### config.mk
export PLATFORM = sky130hd
export DESIGN_NAME = cam_frame_capture_flat
export DESIGN_NICKNAME = d
export VERILOG_FILES = /design/src/rtl/cam_pkg.sv /design/src/rtl/cam_frame_capture_if.sv /design/src/rtl/cam_byte_pair.sv /design/src/rtl/cam_frame_capture.sv /design/src/flat_wrapper.sv
export SDC_FILE = /design/constraint.sdc
export NUM_CORES = 1
export LEC_CHECK = 0
export ABC_CLOCK_PERIOD_IN_PS = 6000
export BUFFER_PORTS_ARGS = -buffer_cell sky130_fd_sc_hd__buf_2
export CORE_UTILIZATION = 47
export CTS_CLUSTER_SIZE = 14
export DETAILED_ROUTE_END_ITERATION = 8
export PLACE_DENSITY = 0.71
export SETUP_SLACK_MARGIN = 0.02
export SLEW_MARGIN = 30
export SYNTH_ARGS = -nofsm -noshare
export SYNTH_HDL_FRONTEND = slang
export SYNTH_SLANG_ARGS = --single-unit
### constraint.sdc
create_clock -name clk_25MHz -period 6 [get_ports clk_25MHz]
set_clock_uncertainty 0.05 [all_clocks]
set_input_delay 1.8 -clock clk_25MHz [delete_from_list [all_inputs] [get_ports clk_25MHz]]
set_output_delay 1.8 -clock clk_25MHz [all_outputs]
set_load 0.01 [all_outputs]
### src/rtl/cam_pkg.sv
// Shared camera/frame-buffer definitions: capture FSM states, frame geometry
// and RGB565 field layout used by the capture, VGA and filter stages.
package cam_pkg;

  localparam int FRAME_WIDTH  = 320;
  localparam int FRAME_HEIGHT = 240;
  localparam int FRAME_PIXELS = FRAME_WIDTH * FRAME_HEIGHT;
  localparam int PIXEL_W      = 16;

  localparam int R_MSB = 15;
  localparam int R_LSB = 11;
  localparam int G_MSB = 10;
  localparam int G_LSB = 5;
  localparam int B_MSB = 4;
  localparam int B_LSB = 0;

  typedef enum logic [1:0] {
    ST_IDLE       = 2'd0,
    ST_WAIT_VSYNC = 2'd1,
    ST_WAIT_START = 2'd2,
    ST_CAPTURE    = 2'd3
  } cam_state_t;

  typedef enum logic {
    PH_HI = 1'b0,
    PH_LO = 1'b1
  } byte_phase_t;

  // Camera sends the RGB565 word high byte first, so the fields fall straight through.
  function automatic logic [PIXEL_W-1:0] rgb565_pack(input logic [7:0] hi, input logic [7:0] lo);
    logic [15:0]        w;
    logic [PIXEL_W-1:0] p;
    w = {hi, lo};
    p = '0;
    p[R_MSB:R_LSB] = w[R_MSB:R_LSB];
    p[G_MSB:G_LSB] = w[G_MSB:G_LSB];
    p[B_MSB:B_LSB] = w[B_MSB:B_LSB];
    return p;
  endfunction

endpackage

### src/rtl/cam_frame_capture_if.sv
// Camera byte stream in, frame-buffer write port out. The capture stage uses
// the master view; the frame buffer / camera model side uses the slave view.
interface cam_frame_capture_if
  import cam_pkg::*;
#(
  parameter int ADDR_W = 17
);

  logic               cam_vsync;
  logic               cam_href;
  logic               cam_byte_valid;
  logic [7:0]         cam_data;
  logic               wren;
  logic [ADDR_W-1:0]  wraddress;
  logic [PIXEL_W-1:0] wrdata;

  modport master (
    input  cam_vsync, cam_href, cam_byte_valid, cam_data,
    output wren, wraddress, wrdata
  );

  modport slave (
    output cam_vsync, cam_href, cam_byte_valid, cam_data,
    input  wren, wraddress, wrdata
  );

endinterface

### src/rtl/cam_byte_pair.sv
// Pairs camera bytes into RGB565 pixels within a line, counts completed pixels
// and flags lines with the wrong pixel count or an odd number of bytes.
module cam_byte_pair
  import cam_pkg::*;
#(
  parameter int SRC_WIDTH = 640,
  parameter int SXW       = $clog2(SRC_WIDTH) + 1
) (
  input  logic               clk_25MHz,
  input  logic               reset,
  input  logic               clear,
  input  logic               active,
  input  logic               cam_href,
  input  logic               cam_byte_valid,
  input  logic [7:0]         cam_data,
  output logic               line_start,
  output logic               line_end,
  output logic               pix_strobe,
  output logic [PIXEL_W-1:0] pix_data,
  output logic [SXW-1:0]     pix_x,
  output logic               line_err
);

  logic        href_d;
  byte_phase_t phase, phase_eff;
  logic [7:0]  hi;
  logic [SXW-1:0] sx, sx_eff;
  logic        restart, take;

  // A byte arriving on the href rise cycle is already the high byte of pixel 0.
  always_comb begin
    line_start = cam_href & ~href_d;
    line_end   = ~cam_href & href_d;
    restart    = clear | line_start;
    phase_eff  = restart ? PH_HI : phase;
    sx_eff     = restart ? '0 : sx;
    take       = active & cam_href & cam_byte_valid;
    pix_strobe = take & (phase_eff == PH_LO);
    pix_data   = rgb565_pack(hi, cam_data);
    pix_x      = sx_eff;
    line_err   = active & line_end & ((sx != SXW'(SRC_WIDTH)) | (phase == PH_LO));
  end

  always_ff @(posedge clk_25MHz) begin
    if (reset) begin
      href_d <= 1'b0;
      phase  <= PH_HI;
      hi     <= '0;
      sx     <= '0;
    end else begin
      href_d <= cam_href;
      phase  <= phase_eff;
      sx     <= sx_eff;
      if (take) begin
        if (phase_eff == PH_HI) begin
          hi    <= cam_data;
          phase <= PH_LO;
        end else begin
          phase <= PH_HI;
          if (sx_eff != '1) sx <= sx_eff + SXW'(1);
        end
      end
    end
  end

endmodule

### src/rtl/cam_frame_capture.sv
// Camera capture stage: frame-aligned start/stop, 2:1 decimation in X and Y,
// linear frame-buffer addressing and torn-frame detection.
module cam_frame_capture
  import cam_pkg::*;
#(
  parameter int SRC_WIDTH  = 640,
  parameter int SRC_HEIGHT = 480,
  parameter int DST_WIDTH  = FRAME_WIDTH,
  parameter int DST_HEIGHT = FRAME_HEIGHT,
  parameter int ADDR_W     = $clog2(FRAME_PIXELS)
) (
  input  logic                clk_25MHz,
  input  logic                reset,
  input  logic                capture_en,
  cam_frame_capture_if.master bus,
  output logic                capturing,
  output logic                frame_done,
  output logic                frame_err
);

  localparam int SXW  = $clog2(SRC_WIDTH) + 1;
  localparam int SYW  = $clog2(SRC_HEIGHT) + 1;
  localparam int CNTW = ADDR_W + 1;

  cam_state_t state, state_d;

  logic vsync_d, vsync_rise, vsync_fall;
  logic frame_end, start, active;
  logic line_start, line_end, pix_strobe, line_err;
  logic [PIXEL_W-1:0] pix_data;
  logic [SXW-1:0]     pix_x;

  logic [SYW-1:0]     sy;
  logic [ADDR_W-1:0]  line_base, addr_cnt;
  logic [CNTW-1:0]    write_cnt;
  logic               err_pend;
  logic               kept, overflow, frame_good;

  logic               wren_q;
  logic [ADDR_W-1:0]  wraddress_q;
  logic [PIXEL_W-1:0] wrdata_q;

  cam_byte_pair #(
    .SRC_WIDTH (SRC_WIDTH),
    .SXW       (SXW)
  ) u_byte_pair (
    .clk_25MHz      (clk_25MHz),
    .reset          (reset),
    .clear          (start),
    .active         (active),
    .cam_href       (bus.cam_href),
    .cam_byte_valid (bus.cam_byte_valid),
    .cam_data       (bus.cam_data),
    .line_start     (line_start),
    .line_end       (line_end),
    .pix_strobe     (pix_strobe),
    .pix_data       (pix_data),
    .pix_x          (pix_x),
    .line_err       (line_err)
  );

  always_comb begin
    vsync_rise = bus.cam_vsync & ~vsync_d;
    vsync_fall = ~bus.cam_vsync & vsync_d;
    frame_end  = (state == ST_CAPTURE) & vsync_rise;
    start      = (state == ST_WAIT_START) & vsync_fall;
    active     = (state == ST_CAPTURE) & ~vsync_rise;
    kept       = pix_strobe & ~pix_x[0] & ~sy[0] &
                 (pix_x < SXW'(SRC_WIDTH)) & (sy < SYW'(SRC_HEIGHT));
    overflow   = pix_strobe & ((pix_x >= SXW'(SRC_WIDTH)) | (sy >= SYW'(SRC_HEIGHT)));
    frame_good = (write_cnt == CNTW'(DST_WIDTH * DST_HEIGHT)) & ~err_pend &
                 (sy == SYW'(SRC_HEIGHT));
  end

  always_comb begin
    state_d = state;
    unique case (state)
      ST_IDLE:       if (capture_en) state_d = ST_WAIT_VSYNC;
      ST_WAIT_VSYNC: if (vsync_rise) state_d = ST_WAIT_START;
      ST_WAIT_START: if (vsync_fall) state_d = ST_CAPTURE;
      ST_CAPTURE:    if (vsync_rise) state_d = capture_en ? ST_WAIT_START : ST_IDLE;
      default:       state_d = ST_IDLE;
    endcase
  end

  always_ff @(posedge clk_25MHz) begin
    if (reset) state <= ST_IDLE;
    else       state <= state_d;
  end

  // addr_cnt is re-based from line_base on every href rise, so a short or long
  // line can never shift the addresses of the lines after it.
  always_ff @(posedge clk_25MHz) begin
    if (reset) begin
      vsync_d     <= 1'b0;
      sy          <= '0;
      line_base   <= '0;
      addr_cnt    <= '0;
      write_cnt   <= '0;
      err_pend    <= 1'b0;
      wren_q      <= 1'b0;
      wraddress_q <= '0;
      wrdata_q    <= '0;
      frame_done  <= 1'b0;
      frame_err   <= 1'b0;
    end else begin
      vsync_d    <= bus.cam_vsync;
      wren_q     <= 1'b0;
      frame_done <= 1'b0;
      if (start) begin
        sy        <= '0;
        line_base <= '0;
        addr_cnt  <= '0;
        write_cnt <= '0;
        err_pend  <= 1'b0;
      end else if (active) begin
        if (line_start) addr_cnt <= line_base;
        if (kept) begin
          wren_q      <= 1'b1;
          wraddress_q <= addr_cnt;
          wrdata_q    <= pix_data;
          addr_cnt    <= addr_cnt + ADDR_W'(1);
          write_cnt   <= write_cnt + CNTW'(1);
        end
        if (overflow | line_err) err_pend <= 1'b1;
        if (line_end) begin
          if (sy != '1) sy <= sy + SYW'(1);
          if (sy[0] && (sy < SYW'(SRC_HEIGHT))) line_base <= line_base + ADDR_W'(DST_WIDTH);
        end
      end
      if (frame_end) begin
        if (frame_good) begin
          frame_done <= 1'b1;
          frame_err  <= 1'b0;
        end else begin
          frame_err  <= 1'b1;
        end
      end
    end
  end

  assign capturing     = (state == ST_CAPTURE);
  assign bus.wren      = wren_q;
  assign bus.wraddress = wraddress_q;
  assign bus.wrdata    = wrdata_q;

endmodule

### src/flat_wrapper.sv
// flat-port wrapper written by rule: the top's interface ports become plain ports
module cam_frame_capture_flat import cam_pkg::*;
#(
  parameter int SRC_WIDTH  = 640,
  parameter int SRC_HEIGHT = 480,
  parameter int DST_WIDTH  = FRAME_WIDTH,
  parameter int DST_HEIGHT = FRAME_HEIGHT,
  parameter int ADDR_W     = $clog2(FRAME_PIXELS)
)
  (clk_25MHz, reset, capture_en, capturing, frame_done, frame_err, bus_cam_vsync, bus_cam_href, bus_cam_byte_valid, bus_cam_data, bus_wren, bus_wraddress, bus_wrdata);
  cam_frame_capture_if #(.ADDR_W(ADDR_W)) bus_i ();
  input  logic clk_25MHz;
  input  logic reset;
  input  logic capture_en;
  output logic capturing;
  output logic frame_done;
  output logic frame_err;
  input wire logic [$bits(bus_i.cam_vsync)-1:0] bus_cam_vsync;
  input wire logic [$bits(bus_i.cam_href)-1:0] bus_cam_href;
  input wire logic [$bits(bus_i.cam_byte_valid)-1:0] bus_cam_byte_valid;
  input wire logic [$bits(bus_i.cam_data)-1:0] bus_cam_data;
  output wire logic [$bits(bus_i.wren)-1:0] bus_wren;
  output wire logic [$bits(bus_i.wraddress)-1:0] bus_wraddress;
  output wire logic [$bits(bus_i.wrdata)-1:0] bus_wrdata;
  assign bus_i.cam_vsync = bus_cam_vsync;
  assign bus_i.cam_href = bus_cam_href;
  assign bus_i.cam_byte_valid = bus_cam_byte_valid;
  assign bus_i.cam_data = bus_cam_data;
  assign bus_wren = bus_i.wren;
  assign bus_wraddress = bus_i.wraddress;
  assign bus_wrdata = bus_i.wrdata;
  cam_frame_capture #(.SRC_WIDTH(SRC_WIDTH), .SRC_HEIGHT(SRC_HEIGHT), .DST_WIDTH(DST_WIDTH), .DST_HEIGHT(DST_HEIGHT), .ADDR_W(ADDR_W)) u_core (.clk_25MHz(clk_25MHz), .reset(reset), .capture_en(capture_en), .bus(bus_i), .capturing(capturing), .frame_done(frame_done), .frame_err(frame_err));
endmodule
==> impl_metrics.toml <==
[timing]
relSlewSlack_pct = 39.3
finalSetupTns_ps = 0
finalSetupViolations = 0
post-route-min-period_ps = 4330
hold_viol_final = 0
clock.fmax_mhz = 231
rsz0062_at_grt = "no"
timing.final.ws_setup_ps = 1670
slew_viol_final = 0
min_period_over_period_pct = 72.2
tightest_slew_ps = 896

[clocking]
cts_tree = "yes"
post-cts-setup-buffers = 0
cts_root_buf = "clkbuf_16"
clk_pin_slew_ps = 60
cts_sinks = 117
htree_levels = 4
clockBufferDepth = 2
cts_resized = 0
cts_hold_buf = 0
clock_latency_ps = 410
cts_made_buffers = 17

[power]
irDropWorstVdd_mv = 0.153
p_leak_nw = 2.20
pwr_density_cell_nw_per_um2 = 291

[synth]
yosys-top-cells-count = "dfxtp_1, nand2_1, a21oi_1"
synth_area_leader_cell = "dfxtp_1"
synth_edf_count = 0
synth_fp_nets = 682
synth_async_sr_flop_share_pct = 0
synth_top_flop_cell = "dfxtp_1"
ys_warn_count = 0
yosysMostFrequentCell = "dfxtp_1"
ys_types = 59
yosys.area.top_type_share_pct = 44.1
avgSynthCellArea_um2 = 8.07
ys_ff_latch = 117
yosysSeqAreaShare_pct = 44.1
netlist_instances = 659
syn_area_um2 = 5320
synthTopCellsByArea = "dfxtp_1, nand2_1, a21oi_1"

[placed_design]
io_buffers = 50
hpwl_um = 8780
placed_area_um2 = 5660
post-place-ws_ps = 1310
placedCellCount = 821
finalWeightedCongestion = 0.867

[finish]
final_cells = 853
finalInstanceArea_um2 = 6260
area_delta_synth_final_pct = 17.7
diodes = 0
num-nets-final = 723
fillCellCount = 1016
drive_above_1_share_pct = 13.5

[critical_path]
endpoint_kind = "flip-flop"
cpMaxStageDelayCell = "nor2_1"
crit_top_cell = "nor2b_1"
path_cells = "buf_2 > nor2b_1 > or3_1 > inv_1 > ha_1 > nor2b_1 > nand2_1 > nor2_1 > mux2i_1 > a211oi_1"
worstSetupStartpoint = "bus_cam_vsync"
worstSetupPathType = "in -> reg"
crit_fanout = 13
rr_endpoint = "u_core.addr_cnt[13]$_SDFFE_PP0P_"
critical_path_required_ps = 6260
arrival_ps = 4590
reg2reg_depth = 9
crit_end = "u_core.addr_cnt[13]$_SDFFE_PP0P_"
crit_path_start_kind = "input pin"
regToRegSetupSlack_ps = 2750
r2r_start = "u_core.state[0]$_SDFFE_PP0P_"
slowest_delay_ps = 680

[global_route]
grt_start_max_net_pins = 60
grt_antenna_before_repair = 0
grt_pass1_wl_um = 22300
grt_overflow = 0
groute.usage.overall_pct = 24.3
grt_pass1_vias = 4624

[die]
die_h_um = 108
die-area_um2 = 11700
start_util_pct = 48.6
rows = 38
ioPinCount = 51
fp.dieW_um = 108
core_area_um2 = 10900

[routing]
via_per_inst = 5.66
first_pass_iters = 5
ant_nets = 0
drt_wl_total_um = 13000
dr.first_iter.drc_count = 378
via_count = 4826
post_drt_wl_per_cell_um = 15.2
drc = 0

[run]
maxCapViolations = 0

[outcome]
status = "finished clean"

[min_path]
hold_class = "reg -> reg"
## placed cells by master, fill, tap and decap left out, types with 5 or more instances in the layout
master,instances
dfxtp_1,117
nand2_1,111
a21oi_1,66
nor2_1,54
buf_2,50
nand3_1,28
o21ai_0,28
nor3_1,26
xnor2_1,22
nand4_1,17
clkbuf_16,17
nor4_1,15
or3_1,15
inv_1,11
and3_1,11
mux2i_1,10
nor2b_1,9
ha_1,9
buf_4,6
xor2_1,5
o22ai_1,5
## layout make-up
class	count	area, um^2	area share (%)
Timing Repair Buffer	56	295	4.72
Sequential cell	117	2340	37.4
Inverter	12	45.0	0.720
Clock buffer	18	439	7.02
Tap cell	140	175	2.80
Clock inverter	14	153	2.44
Multi-Input combinational cell	496	2810	44.9
## worst max-delay path, delay by kind of cell
kind                       cells  cell delay [ps]
buffers and inverters          2              250
adders and majority gates      1              170
muxes                          1              180
AOI/OAI and AO/OA              1              300
and+or+nand+nor                5             1880
## sequential cells by signal, summed over array words and instances, names as in the netlist
register	cells
u_core.frame_done	1
u_core.u_byte_pair.href_d	1
u_core.sy	10
u_core.frame_err	1
u_core.err_pend	1
u_core.line_base	11
u_core.vsync_d	1
u_core.u_byte_pair.sx	11
u_core.u_byte_pair.hi	8
u_core.state	2
u_core.bus.wraddress	17
u_core.bus.wrdata	16
u_core.bus.wren	1
u_core.addr_cnt	17
u_core.write_cnt	18
u_core.u_byte_pair.phase	1
## routing by layer
layer,vias up,global-route usage (%),wire length (um),share of wire (%)
met5,-,0,0,0
met4,0,8.30,175,1.3
met3,17,6.93,777,6.0
met2,145,36.6,5890,45
met1,2233,33.1,6120,47
li1,2431,-,-,-
## metrics by stage
step / util, % / power, mW / hold WS [ps]
floorplan: - / 0.820 / 386
detailed placement: 51.8 / 0.835 / 391
global placement: 51.8 / 0.834 / 386
CTS: 57.2 / 1.83 / 405
finish: 57.2 / 1.82 / 401
global route: 57.2 / 1.87 / 418
## worst min-delay path by stage
stage,startpoint,endpoint,slack (ps),cells after the start
6_report,u_core.bus.wraddress[8]$_SDFFE_PP0P_,u_core.bus.wraddress[8]$_SDFFE_PP0P_,400,2
5_1_grt,u_core.bus.wraddress[8]$_SDFFE_PP0P_,u_core.bus.wraddress[8]$_SDFFE_PP0P_,420,2
4_1_cts,u_core.bus.wraddress[8]$_SDFFE_PP0P_,u_core.bus.wraddress[8]$_SDFFE_PP0P_,400,2
3_5_place_dp,u_core.bus.wrdata[11]$_SDFFE_PP0P_,u_core.bus.wrdata[11]$_SDFFE_PP0P_,390,2
3_3_place_gp,u_core.bus.wrdata[8]$_SDFFE_PP0P_,u_core.bus.wrdata[8]$_SDFFE_PP0P_,390,2
2_1_floorplan,u_core.u_byte_pair.hi[2]$_SDFFE_PP0P_,u_core.bus.wrdata[10]$_SDFFE_PP0P_,390,2
## cell families after synthesis
logic type | synth area share (%)
flip-flops | 44.1
buffers and inverters | 3.29
adder cells (fa/ha/maj) | 2.12
AND/OR/NAND/NOR | 28.6
multiplexers | 2.31
AO/OA/AOI/OAI | 15.2
XOR/XNOR | 4.45
## report_power, final
part           internal (mW)  switching [mW]
combinational         0.0106          0.0255
clock                  0.625           0.376
sequential             0.779         0.00295
total                   1.42           0.404
No activity file was read; power rests on OpenSTA's default activity.
